$ cat src/rtl/sram_playback_reader.sv
// Streams 16-bit words from an asynchronous SRAM (address 0..end_addr, optional looping)
// through a small prefetch FIFO to a strobe-driven consumer.
module sram_playback_reader #(
  parameter int unsigned FIFO_DEPTH = 8
) (
  input  logic        clk,
  input  logic        reset_n,
  input  logic        start,
  input  logic        stop,
  input  logic [19:0] end_addr,
  input  logic        loop,
  input  logic        sample_req,
  output logic [19:0] sram_addr,
  output logic        sram_oe_n,
  output logic        sram_we_n,
  output logic        sram_ce_n,
  output logic        sram_lb_n,
  output logic        sram_ub_n,
  input  logic [15:0] sram_dq,
  output logic [15:0] sample_out,
  output logic        sample_valid,
  output logic        busy,
  output logic        done,
  output logic        underrun
);

  localparam int unsigned AW = $clog2(FIFO_DEPTH);
  localparam int unsigned CW = AW + 1;
  localparam logic [CW-1:0] CNT_LAST = CW'(FIFO_DEPTH - 1);

  // RD_WAIT is the "hold with OE high" point used when the FIFO has no room for another word.
  typedef enum logic [2:0] {IDLE, RD_SETUP, RD_CAPTURE, RD_WAIT, DRAIN} state_t;

  state_t      state_q, state_d;
  logic [19:0] rd_ptr_q, rd_ptr_d;
  logic [19:0] end_addr_q, end_addr_d;
  logic [19:0] sram_addr_q, sram_addr_d;
  logic        sram_oe_n_q, sram_oe_n_d;
  logic [15:0] sample_out_q, sample_out_d;
  logic        sample_valid_q, sample_valid_d;
  logic        busy_q, busy_d;
  logic        done_q, done_d;
  logic        underrun_q, underrun_d;
  logic [AW-1:0] fifo_wr_q, fifo_wr_d;
  logic [AW-1:0] fifo_rd_q, fifo_rd_d;
  logic [CW-1:0] fifo_cnt_q, fifo_cnt_d;
  logic [15:0]   fifo_mem_q [FIFO_DEPTH];

  logic          push, pop, flush, has_space;
  logic [CW-1:0] cnt_after;

  always_comb begin
    state_d        = state_q;
    rd_ptr_d       = rd_ptr_q;
    end_addr_d     = end_addr_q;
    sram_addr_d    = sram_addr_q;
    sample_out_d   = sample_out_q;
    sample_valid_d = 1'b0;
    busy_d         = busy_q;
    done_d         = 1'b0;
    underrun_d     = underrun_q;
    flush          = 1'b0;
    pop            = 1'b0;

    push = (state_q == RD_CAPTURE) && !stop;
    if (busy_q && sample_req && !stop) begin
      if (fifo_cnt_q != '0) pop = 1'b1;
      else                  underrun_d = 1'b1;
    end
    cnt_after = fifo_cnt_q + CW'(push) - CW'(pop);
    has_space = cnt_after <= CNT_LAST;

    unique case (state_q)
      IDLE: begin
        if (start) begin
          end_addr_d = end_addr;
          rd_ptr_d   = '0;
          underrun_d = 1'b0;
          flush      = 1'b1;
          busy_d     = 1'b1;
          state_d    = RD_SETUP;
        end
      end
      RD_SETUP: state_d = RD_CAPTURE;
      RD_CAPTURE: begin
        if (rd_ptr_q == end_addr_q && !loop) begin
          state_d = DRAIN;
        end else begin
          rd_ptr_d = (rd_ptr_q == end_addr_q) ? '0 : rd_ptr_q + 20'd1;
          state_d  = has_space ? RD_SETUP : RD_WAIT;
        end
      end
      RD_WAIT: begin
        if (has_space) state_d = RD_SETUP;
      end
      DRAIN: begin
        if (cnt_after == '0) begin
          state_d = IDLE;
          busy_d  = 1'b0;
          done_d  = 1'b1;
        end
      end
      default: state_d = IDLE;
    endcase

    if (stop && state_q != IDLE) begin
      state_d = IDLE;
      busy_d  = 1'b0;
      done_d  = 1'b0;
      flush   = 1'b1;
    end

    if (state_d == RD_SETUP) sram_addr_d = rd_ptr_d;
    sram_oe_n_d = !(state_d == RD_SETUP || state_d == RD_CAPTURE);

    if (pop) begin
      sample_out_d   = fifo_mem_q[fifo_rd_q];
      sample_valid_d = 1'b1;
    end

    if (flush) begin
      fifo_wr_d  = '0;
      fifo_rd_d  = '0;
      fifo_cnt_d = '0;
    end else begin
      fifo_wr_d  = push ? fifo_wr_q + AW'(1) : fifo_wr_q;
      fifo_rd_d  = pop  ? fifo_rd_q + AW'(1) : fifo_rd_q;
      fifo_cnt_d = cnt_after;
    end
  end

  always_ff @(posedge clk or negedge reset_n) begin
    if (!reset_n) begin
      state_q        <= IDLE;
      rd_ptr_q       <= '0;
      end_addr_q     <= '0;
      sram_addr_q    <= '0;
      sram_oe_n_q    <= 1'b1;
      sample_out_q   <= '0;
      sample_valid_q <= 1'b0;
      busy_q         <= 1'b0;
      done_q         <= 1'b0;
      underrun_q     <= 1'b0;
      fifo_wr_q      <= '0;
      fifo_rd_q      <= '0;
      fifo_cnt_q     <= '0;
    end else begin
      state_q        <= state_d;
      rd_ptr_q       <= rd_ptr_d;
      end_addr_q     <= end_addr_d;
      sram_addr_q    <= sram_addr_d;
      sram_oe_n_q    <= sram_oe_n_d;
      sample_out_q   <= sample_out_d;
      sample_valid_q <= sample_valid_d;
      busy_q         <= busy_d;
      done_q         <= done_d;
      underrun_q     <= underrun_d;
      fifo_wr_q      <= fifo_wr_d;
      fifo_rd_q      <= fifo_rd_d;
      fifo_cnt_q     <= fifo_cnt_d;
    end
  end

  // Storage needs no reset: reset forces IDLE, so an interrupted access never writes.
  always_ff @(posedge clk) begin
    if (push) fifo_mem_q[fifo_wr_q] <= sram_dq;
  end

  assign sram_addr    = sram_addr_q;
  assign sram_oe_n    = sram_oe_n_q;
  assign sram_we_n    = 1'b1;
  assign sram_ce_n    = 1'b0;
  assign sram_lb_n    = 1'b0;
  assign sram_ub_n    = 1'b0;
  assign sample_out   = sample_out_q;
  assign sample_valid = sample_valid_q;
  assign busy         = busy_q;
  assign done         = done_q;
  assign underrun     = underrun_q;

endmodule

$ cat config.mk
export PLATFORM = sky130hd
export DESIGN_NAME = sram_playback_reader
export DESIGN_NICKNAME = d
export VERILOG_FILES = /design/src/rtl/sram_playback_reader.sv
export SDC_FILE = /design/constraint.sdc
export NUM_CORES = 1
export LEC_CHECK = 0
export ABC_AREA = 0
export BUFFER_PORTS_ARGS = -buffer_cell sky130_fd_sc_hd__buf_2
export CORE_UTILIZATION = 60
export CTS_BUF_LIST = sky130_fd_sc_hd__clkbuf_8
export CTS_CLUSTER_SIZE = 20
export DETAILED_ROUTE_END_ITERATION = 16
export MAX_ROUTING_LAYER = met4
export PLACE_DENSITY = 0.8
export SLEW_MARGIN = 20
export SYNTH_ARGS = -nofsm -noshare
export SYNTH_HDL_FRONTEND = slang
export SYNTH_SLANG_ARGS = --single-unit
$ cat constraint.sdc
create_clock -name clk -period 6.75 [get_ports clk]
set_input_delay 0.3375 -clock clk [delete_from_list [all_inputs] [get_ports clk]]
set_output_delay 0.3375 -clock clk [all_outputs]
set_load 0.05 [all_outputs]
* After elaboration in Yosys (flattened, before gate mapping)
Memory sizes are Yosys's and may differ from the RTL's. A register that Yosys moved wholly into a read port is not among the register bits. Cells that the tools add are included. Widths: inputs -> output; s select.
Operators by class: $add $sub $neg 5, magnitude comparators 1, equal/unequal tests 9, multiplexer cells 35, reduce and logical (&&, ||, !) cells 19
Operators with widths (count):
- $mux 20 | 3
- $pmux 20 s2 | 1
- $mux 3 | 9
- $add 20x1->20 const B | 1
- $eq 20x20->1 | 1
- $mux 1 | 18
- $pmux 3 s5 | 1
- $eq 3x2->1 const B | 3
- $add 3x1->3 const B | 2
- $eq 3x1->1 const B | 2
- $ne 3x3->1 const B | 2
- $reduce_bool 3->1 | 2
- $logic_and 1x1->1 | 5
- $add 4x1->4 | 1
- $le 4x3->1 const B | 1
- $logic_not 1->1 | 4
- $logic_not 4->1 | 1
- $mux 4 | 1
- $reduce_bool 2->1 | 2
- $reduce_bool 4->1 | 1
- $sub 4x1->4 | 1
- $eq 3x3->1 const B | 1
- $logic_not 3->1 | 1
- $reduce_and 3->1 | 1
- other kinds (4) | 4
Storage, ports and cells: flip-flop bits (word level) 78, bits in writable memories 128, input bits 42, output and inout bits 45, memories 1
Memories:
- fifo_mem_q | words 8, bits a word 16, rd ports 1, clocked after Yosys merged registers in 1, wr ports 1, RTL line 47 | logic [15:0] fifo_mem_q [FIFO_DEPTH];

* Depth between registers and ports, before layout
Gate-level depths: netlist of the first run.
depth after elaboration 12, gate-level depth with buffers 17

* Worst setup path before layout of the first run
No wires, ideal clock.
kind register -> register, from reg busy_q (netlist: busy), to reg sram_addr_q[17] (netlist: sram_addr[17]), setup time 0.125 ns, arrival 3.920 ns, required time 6.625 ns, path slack 2.706 ns, cell stages (with the launch flop) 14, buffers on the path 2, clock period less this slack 4.044 ns, cells stage by stage dfrtp_1 > nand2_1 > nor3_1 > clkbuf_1 > ha_1 > inv_1 > ha_1 > a21o_1 > a21oi_1 > xnor2_1 > nand2_1 > o41ai_2 > clkbuf_1 > mux2_2
On the way: longest elaborated chain between the ends 10, elaborated cells between the ends (all ways) 13, classes of those cells add/sub: 1; order compare: 1; eq/ne: 1; mux: 7; reduce/logical: 3
Ends and longest elaborated chain:
- start, declared | RTL line 41 | logic busy_q, busy_d;
- start signal, assigned | RTL line 155 | busy_q <= busy_d;
- $logic_and 1x1->1 * (2 in a row) | RTL line 66 | if (busy_q && sample_req && !stop) begin
- $mux 1 * | RTL line 66
- net pop | RTL line 49 | logic push, pop, flush, has_space;
- $sub 4x1->4 * | RTL line 70 | cnt_after = fifo_cnt_q + CW'(push) - CW'(pop);
- $le 4x3->1 | RTL line 71 | has_space = cnt_after <= CNT_LAST;
- $mux 2 | RTL line 90 | state_d = has_space ? RD_SETUP : RD_WAIT;
- $mux 3 | RTL line 86 | if (rd_ptr_q == end_addr_q && !loop) begin
- $pmux 3 s5 * | RTL line 73 | unique case (state_q)
- $mux 3 * | RTL line 106 | if (stop && state_q != IDLE) begin
- $eq 3x1->1 * | RTL line 113 | if (state_d == RD_SETUP) sram_addr_d = rd_ptr_d;
- end signal, assigned | RTL line 151 | sram_addr_q <= sram_addr_d;
- end, declared | RTL line 37 | logic [19:0] sram_addr_q, sram_addr_d;
The timed path passes the listed nets; every way through them passes the cells marked *. A chain may end at the register's enable or synchronous reset.

* Final worst setup path of the first run
from reg fifo_cnt_q[2], to reg sram_addr_q[8] (netlist: sram_addr[8])
On the way: longest elaborated chain between the ends 10, elaborated cells between the ends (all ways) 14, classes of those cells add/sub: 2; order compare: 1; eq/ne: 1; mux: 8; reduce/logical: 2
Ends and longest elaborated chain:
- start, declared | RTL line 46 | logic [CW-1:0] fifo_cnt_q, fifo_cnt_d;
- start signal, assigned | RTL line 160 | fifo_cnt_q <= fifo_cnt_d;
- parallel branches: the longest is 3 deep, another holds $add 4x1->4
- $sub 4x1->4 * | RTL line 70
- $le 4x3->1 | RTL line 71
- $mux 2 | RTL line 90
- $mux 3 | RTL line 86
- $pmux 3 s5 * | RTL line 73
- $mux 3 * | RTL line 106
- $eq 3x1->1 * | RTL line 113
Mark *: on every way between the ends.

==> results of run 1 <==
cells in the final DEF, fill, tap and decap left out, types with 23 or more instances in the layout:
cell | netlist | routed
a21oi_1 | 27 | 27
buf_2 | 9 | 81
nand2_1 | 91 | 91
mux4_2 | 32 | 32
edfxtp_1 | 128 | 128
xor2_1 | 23 | 23
dfrtp_1 | 93 | 92
clkbuf_8 | 0 | 40
inv_1 | 14 | 29
nor2_1 | 53 | 48
power by group through the flow:
| stage | Sequential (µW) | Clock (µW) | Combinational, µW |
|---|---|---|---|
| after floorplan | 2140 | 0 | 720 |
| after global placement | 1890 | 0 | 1260 |
| after detailed placement | 1900 | 0 | 1310 |
| after CTS | 1880 | 1080 | 1330 |
| after global routing | 1910 | 1130 | 1430 |
| final | 1880 | 1060 | 1330 |
worst max-delay path: stages, from the launching register on:
cell	delay, ns
dfrtp_1	0.32
inv_1	0.06
ha_1	0.20
nor3b_1	0.16
nor3_2	0.16
buf_4	0.41
ha_1	0.27
inv_1	0.06
ha_1	0.28
a21o_1	0.18
a21oi_1	0.17
xnor2_1	0.24
nand2_1	0.19
o41ai_4	0.31
buf_4	0.38
mux2_2	0.38
layout make-up:
class / count / share of cell area [%]
clock inverters: 24 / 1.03
well taps: 188 / 2.18
clock buffers: 40 / 5.10
flip-flops and latches: 222 / 57.4
inverters: 14 / 0.487
multi-input cells: 396 / 27.9
diodes: 1 / 0.0232
repair buffers: 106 / 5.91
routing by layer:
metal,track usage (%),up-vias,part of all wire [%]
met3,5.02,54,6.4
met4,11.3,0,2.7
met5,-,-,0
met2,43.9,262,51
met1,32.0,3003,40
li1,-,2695,-
per-stage QoR:
step                      total power, µW  cell area, µm²  hold WS [ns]  std cells
after floorplan                      2860            9370        0.0419        670
after global placement               3160            9950         0.333        908
after detailed placement             3220            9950         0.343        908
after CTS                            4290           10800      0.000125        990
after global routing                 4480           10800        0.0146        990
final                                4270           10800        0.0117        991
cell families (layout without fill, tap and decap cells):
| kind of cell | Yosys count | count (layout) |
|---|---|---|
| mux | 61 | 61 |
| buf+inv | 52 | 184 |
| xor+xnor | 25 | 25 |
| other cells | 2 | 5 |
| flops | 222 | 222 |
| compound gates | 94 | 94 |
| simple gates | 203 | 203 |
| fa+ha+maj | 9 | 9 |
state kept, by name, summed over array words and instances, names as in the netlist:
| name | flops |
|---|---|
| underrun | 1 |
| sample_out | 16 |
| fifo_rd_q | 3 |
| done | 1 |
| sram_oe_n | 1 |
| rd_ptr_q | 20 |
| fifo_mem_q | 128 |
| fifo_cnt_q | 4 |
| fifo_wr_q | 3 |
| sample_valid | 1 |
| end_addr_q | 20 |
| busy | 1 |
| sram_addr | 20 |
| state_q | 3 |
timing repair:
item	in CTS	in global routing
hold endpoints to repair	55	0
hold buffers	18	0
setup endpoints to repair	0	0
cell usage after synthesis (all sizes together), types with 6 or more instances:
library cell,n
edfxtp,128
dfrtp,93
nand2,91
nor2,53
mux4,32
a21oi,27
clkbuf,24
xor2,23
a31oi,19
o21ai,18
mux2i,17
buf,14
inv,14
nand3,13
mux2,12
nor3,10
and3,8
ha,8
nor4,6
worst min path at each step:
stage          cells past startpoint        start             to
3_5_place_dp                       1      reset_n  end_addr_q[6]
5_1_grt                            3  end_addr[4]  end_addr_q[4]
3_3_place_gp                       1      reset_n  end_addr_q[6]
4_1_cts                            3  end_addr[7]  end_addr_q[7]
6_report                           3  end_addr[7]  end_addr_q[7]
2_1_floorplan                      0      reset_n           busy
==> flow_metrics.env, run 1 <==
export IMPL_cts_sinks=222
export IMPL_dieArea_um2=16100
export IMPL_p_per_area_nw_per_um2=395
export IMPL_netlist_area_leader_share_pct=41.0
export IMPL_post_route_drc_count=0
export IMPL_worst_path_max_fanout=37
export IMPL_synth_top_family_by_area="multiplexers"
export IMPL_gp_congestion=0.919
export IMPL_layout_drive_gt1_share_pct=24.6
export IMPL_synth_mux_area_share_pct=11.0
export IMPL_grt_ovfl_total=0
export IMPL_wl_mm=19.6
export IMPL_fin_nets=827
export IMPL_worstSetupEndpoint="sram_addr[8]"
export IMPL_rows=45
export IMPL_endpoint_kind="flop"
export IMPL_finClkSkew_ns=0.0285
export IMPL_ys_seq_area_share_pct=66.2
export IMPL_swShare_pct=37.8
export IMPL_wl_per_cell_um=19.8
export IMPL_combPwrFrac_pct=31.1
export IMPL_rsz0062_at_grt="no"
export IMPL_max_slew_worst_pin_slew_ns=1.15
export IMPL_slew_headroom_pct=23.4
export IMPL_cts_setup_buffers=0
export IMPL_outcome="finished clean"
export IMPL_ff2ff_setup_slack_ns=2.83
export IMPL_synthArstFlopShare_pct=42.3
export IMPL_yosysWarnings=0
export IMPL_post_cts_resized=0
export IMPL_crit_arrival_ns=4.32
export IMPL_drtIter0Drc=549
export IMPL_hold_class="input pin to flop"
export IMPL_synth_cells=668
export IMPL_port_buffers=82
export IMPL_synth_edf_count=128
export IMPL_grt_pass1_vias=6168
export IMPL_start_util_pct=61.6
export IMPL_clock_root_buffer="clkbuf_8"
export IMPL_num_vias=6014
export IMPL_ioPinCount=87
export IMPL_fin_ws_ns=2.83
export IMPL_drv_slew=0
export IMPL_die_h_um=127
export IMPL_synthAdderAreaFrac_pct=1.28
export IMPL_grt_max_degree=57
export IMPL_fin_crit_ns=3.92
export IMPL_p_sw_uw=1620
export IMPL_synth_top_area_cell="edfxtp_1"
export IMPL_yosysUniqueCellTypes=65
export IMPL_cp_required_ns=7.15
export IMPL_power_leakage_uw=0.00430
export IMPL_period_share_pct=58.1
export IMPL_clockPowerShare_pct=24.8
export IMPL_seqCellArea_um2=6200
export IMPL_peakVddDrop_mv=0.281
export IMPL_path_clk_slew_ns=0.06
export IMPL_htreeDepth=2
export IMPL_synth_xor_area_share_pct=2.34
export IMPL_synthTopCellsByArea="edfxtp_1 (41%), dfrtp_1 (25%), mux4_2 (7.7%), nand2_1 (3.6%), xor2_1 (2.2%)"
export IMPL_syn_area_um2=9370
export IMPL_drtAntennaViolNets=0
export IMPL_finalHoldViolCount=0
export IMPL_pwr_share_seq_pct=44.1
export IMPL_finalSetupViolCount=0
export IMPL_internal_power_uw=2660
export IMPL_grt_pass1_wl_mm=31.2
export IMPL_maxCapViolations=0
export IMPL_max_freq_mhz=255
export IMPL_yosys_area_share_simple_pct=10.1
export IMPL_synth_seq_cells=222
export IMPL_start_kind="flop"
export IMPL_multiInputGateArea_um2=3010
export IMPL_die_width_um=127
export IMPL_clock_latency_ns=0.53
export IMPL_critPathKind="flop to flop"
export IMPL_fin_setup_tns_ns=0
export IMPL_fin_util_pct=71.1
export IMPL_design_core_area_um2=15200
export IMPL_r2r_start="fifo_cnt_q[2]"
export IMPL_pre_cts_ws_ns=2.89
export IMPL_ys_flop_type="edfxtp_1"
export IMPL_area_growth_pct=15.3
export IMPL_cts_tree="done"
export IMPL_fillers=968
export IMPL_r2r_cells=15
export IMPL_routed_via_density=6.07
export IMPL_cts_buffers=36
export IMPL_r2r_end="sram_addr[8]"
export IMPL_dp_hpwl_mm=12.3
export IMPL_grt_usage_pct=26.5
export IMPL_synth_compound_area_share_pct=6.67
export IMPL_antenna_found_initial=0
export IMPL_synth_avg_cell_area_um2=14.0
export IMPL_clockBufferDepth=3
export IMPL_worstSetupStartpoint="fifo_cnt_q[2]"
export IMPL_first_pass_iters=5
No activity file was read; power rests on OpenSTA's default activity.
==> run 2: changes to the inputs <==
--- a/config.mk
+++ b/config.mk
@@ -7,12 +7,12 @@
 export LEC_CHECK = 0
 export ABC_AREA = 0
 export BUFFER_PORTS_ARGS = -buffer_cell sky130_fd_sc_hd__buf_2
-export CORE_UTILIZATION = 60
+export CORE_UTILIZATION = 55
 export CTS_BUF_LIST = sky130_fd_sc_hd__clkbuf_8
 export CTS_CLUSTER_SIZE = 20
 export DETAILED_ROUTE_END_ITERATION = 16
 export MAX_ROUTING_LAYER = met4
-export PLACE_DENSITY = 0.8
+export PLACE_DENSITY = 0.78
 export SLEW_MARGIN = 20
 export SYNTH_ARGS = -nofsm -noshare
 export SYNTH_HDL_FRONTEND = slang
==> constraint.sdc (replaced) <==
create_clock -name clk -period 3.3 [get_ports clk]
set_input_delay 0.165 -clock clk [delete_from_list [all_inputs] [get_ports clk]]
set_output_delay 0.165 -clock clk [all_outputs]
set_load 0.05 [all_outputs]
==> run 2 against run 1 <==
Net effect:
- final area grew 5.3%
- final cell count rose by 7.7%
- sequential share of layout area down 2.9 points
- largest power group unchanged
==> flow_metrics.env, run 2 (synthesis gave the netlist of run 1 again) <==
export IMPL_outcome="finished clean"
export IMPL_combPwrFrac_pct=33.9
export IMPL_dieArea_um2=17600
export IMPL_dp_hpwl_mm=12.8
export IMPL_clock_root_buffer="clkbuf_8"
export IMPL_design_core_area_um2=16600
export IMPL_cts_buffers=36
export IMPL_worst_path_max_fanout=8
export IMPL_drtIter0Drc=384
export IMPL_gp_congestion=0.919
export IMPL_rows=47
export IMPL_num_vias=6076
export IMPL_finClkSkew_ns=0.0193
export IMPL_n_antenna_cell=0
export IMPL_start_kind="flop"
export IMPL_swShare_pct=36.8
export IMPL_clockPowerShare_pct=25.3
export IMPL_port_buffers=82
export IMPL_critPathBufInv=4
export IMPL_grt_usage_pct=24.7
export IMPL_drtAntennaViolNets=0
export IMPL_clockBufferDepth=3
export IMPL_peakVddDrop_mv=0.531
export IMPL_fin_cells=1067
export IMPL_final_cell_mix="edfxtp_1 (128), dfrtp_1 (91), nand2_1 (89)"
export IMPL_p_sw_uw=3410
export IMPL_endpoint_kind="flop"
export IMPL_routed_via_density=5.69
export IMPL_fillers=1167
export IMPL_pwr_share_seq_pct=40.8
export IMPL_cts_tree="done"
export IMPL_finalSetupViolCount=0
export IMPL_antenna_found_initial=0
export IMPL_grt_pass1_vias=6215
export IMPL_worstPathCellList="inv_2 -> ha_4 -> nor3b_4 -> nor3_4 -> ha_2 -> inv_1 -> ha_1 -> a21o_1 -> a21oi_2 -> xnor2_2 -> nand2_2 -> o41ai_4 -> buf_6 -> buf_12 -> mux2_2"
export IMPL_critical_path_max_stage_delay_ns=0.35
export IMPL_drv_slew=0
export IMPL_area_growth_pct=21.4
export IMPL_grt_max_degree=84
export IMPL_layout_drive_gt1_share_pct=27.0
export IMPL_crit_family="compound AO/OA/AOI/OAI gates"
export IMPL_critPathKind="flop to flop"
export IMPL_wl_mm=20.7
export IMPL_crit_arrival_ns=3.60
export IMPL_fin_nets=870
export IMPL_slew_headroom_pct=27.8
export IMPL_cp_required_ns=3.70
export IMPL_largest_register_ffs=128
export IMPL_mostFrequentLayoutCell="edfxtp_1"
export IMPL_die_width_um=132
export IMPL_internal_power_uw=5860
export IMPL_fin_util_pct=68.6
export IMPL_top_register="fifo_mem_q"
export IMPL_ioPinCount=87
export IMPL_fin_crit_ns=3.20
export IMPL_start_util_pct=56.5
export IMPL_hp_start="sample_req"
export IMPL_r2r_start="fifo_cnt_q[2]"
export IMPL_p_per_area_nw_per_um2=815
export IMPL_clock_latency_ns=0.54
export IMPL_holdWs_ns=0.0671
export IMPL_max_slew_worst_pin_slew_ns=1.08
export IMPL_cts_sinks=222
export IMPL_dp_cells=957
export IMPL_worstSetupStartpoint="fifo_cnt_q[2]"
export IMPL_path_clk_slew_ns=0.06
export IMPL_report_power_total_uw=9260
export IMPL_die_h_um=132
export IMPL_period_share_pct=96.9
export IMPL_cp_slowest_cell="dfrtp_1"
export IMPL_grt_pass1_wl_mm=32.0
export IMPL_maxCapViolations=0
export IMPL_grt_ovfl_total=0
export IMPL_wl_per_cell_um=19.4
export IMPL_hold_class="input pin to flop"
export IMPL_first_pass_iters=5
export IMPL_finalHoldViolCount=0
export IMPL_power_leakage_uw=0.00459
export IMPL_htreeDepth=2
export IMPL_post_route_drc_count=0
export IMPL_max_freq_mhz=313
-- run 2: cell types whose count changed in the layout (fill, tap and decap cells not counted), moves of 3 or more --
cell / previous run / this run
buf_4: 7 / 24
dlygate4sd3_1: 18 / 38
nor2_1: 48 / 51
nor2_2: 4 / 1
-- run 2: metrics by stage --
stage / setup TNS [ns] / cell area (µm²) / setup slack [ns]
floorplan: 0 / 9420 / 0.00896
global placement: 0 / 10100 / 0.142
detailed placement: -1.45 / 10100 / -0.135
CTS: 0 / 11200 / 0.0122
global route: -0.337 / 11400 / -0.0368
finish: 0 / 11400 / 0.104
-- run 2: tightest hold or removal path, delay by kind of cell --
| family | cells | cell delay [ns] |
|---|---|---|
| buf+inv | 1 | 0.09 |
| compound gates | 1 | 0.07 |
| simple gates | 3 | 0.22 |
-- run 2: cell type report --
cell class              instances  area (µm²)  area share, %
multi-input cells             396        3040           26.7
inverters                      14        52.6          0.462
clock inverters                26         174           1.53
repair buffers                149        1080           9.49
well taps                     220         275           2.42
clock buffers                  40         551           4.84
flip-flops and latches        222        6200           54.5
-- run 2: worst paths after layout --
kind / endpoint / slack [ns] / depth (start not counted)
worst max-delay path: sram_addr[14] / 0.10 / 15
worst min-delay path: underrun / 0.07 / 5
worst max register to register: sram_addr[14] / 0.10 / 15
worst min register to register: sram_addr[2] / 0.49 / 1
max in group asynchronous: sample_valid / 2.40 / 3
min in group asynchronous: end_addr_q[0] / 0.27 / 2
-- run 2: power groups by stage --
| stage | Combinational, µW | Sequential, µW | Clock (µW) |
|---|---|---|---|
| 3_5_place_dp | 2830 | 3820 | 0 |
| 6_report | 3140 | 3780 | 2350 |
| 2_1_floorplan | 1510 | 4380 | 0 |
| 4_1_cts | 2880 | 3770 | 2390 |
| 5_1_grt | 3370 | 3840 | 2510 |
| 3_3_place_gp | 2730 | 3800 | 0 |
-- run 2: timing repair --
item,CTS,global route
hold endpoints to repair,229,0
setup buffers,0,4
pin swaps,0,6
endpoints found under the setup margin,15,17
resized for setup,1,12
cloned,0,2
hold buffers,38,0
-- run 2: routing by layer --
layer / global-route usage, % / up-vias / wire length [µm]
met2: 42.1 / 228 / 10800
met5: - / - / 0
met3: 4.71 / 43 / 1280
li1: - / 2777 / -
met1: 28.7 / 3028 / 8050
met4: 10.5 / 0 / 569
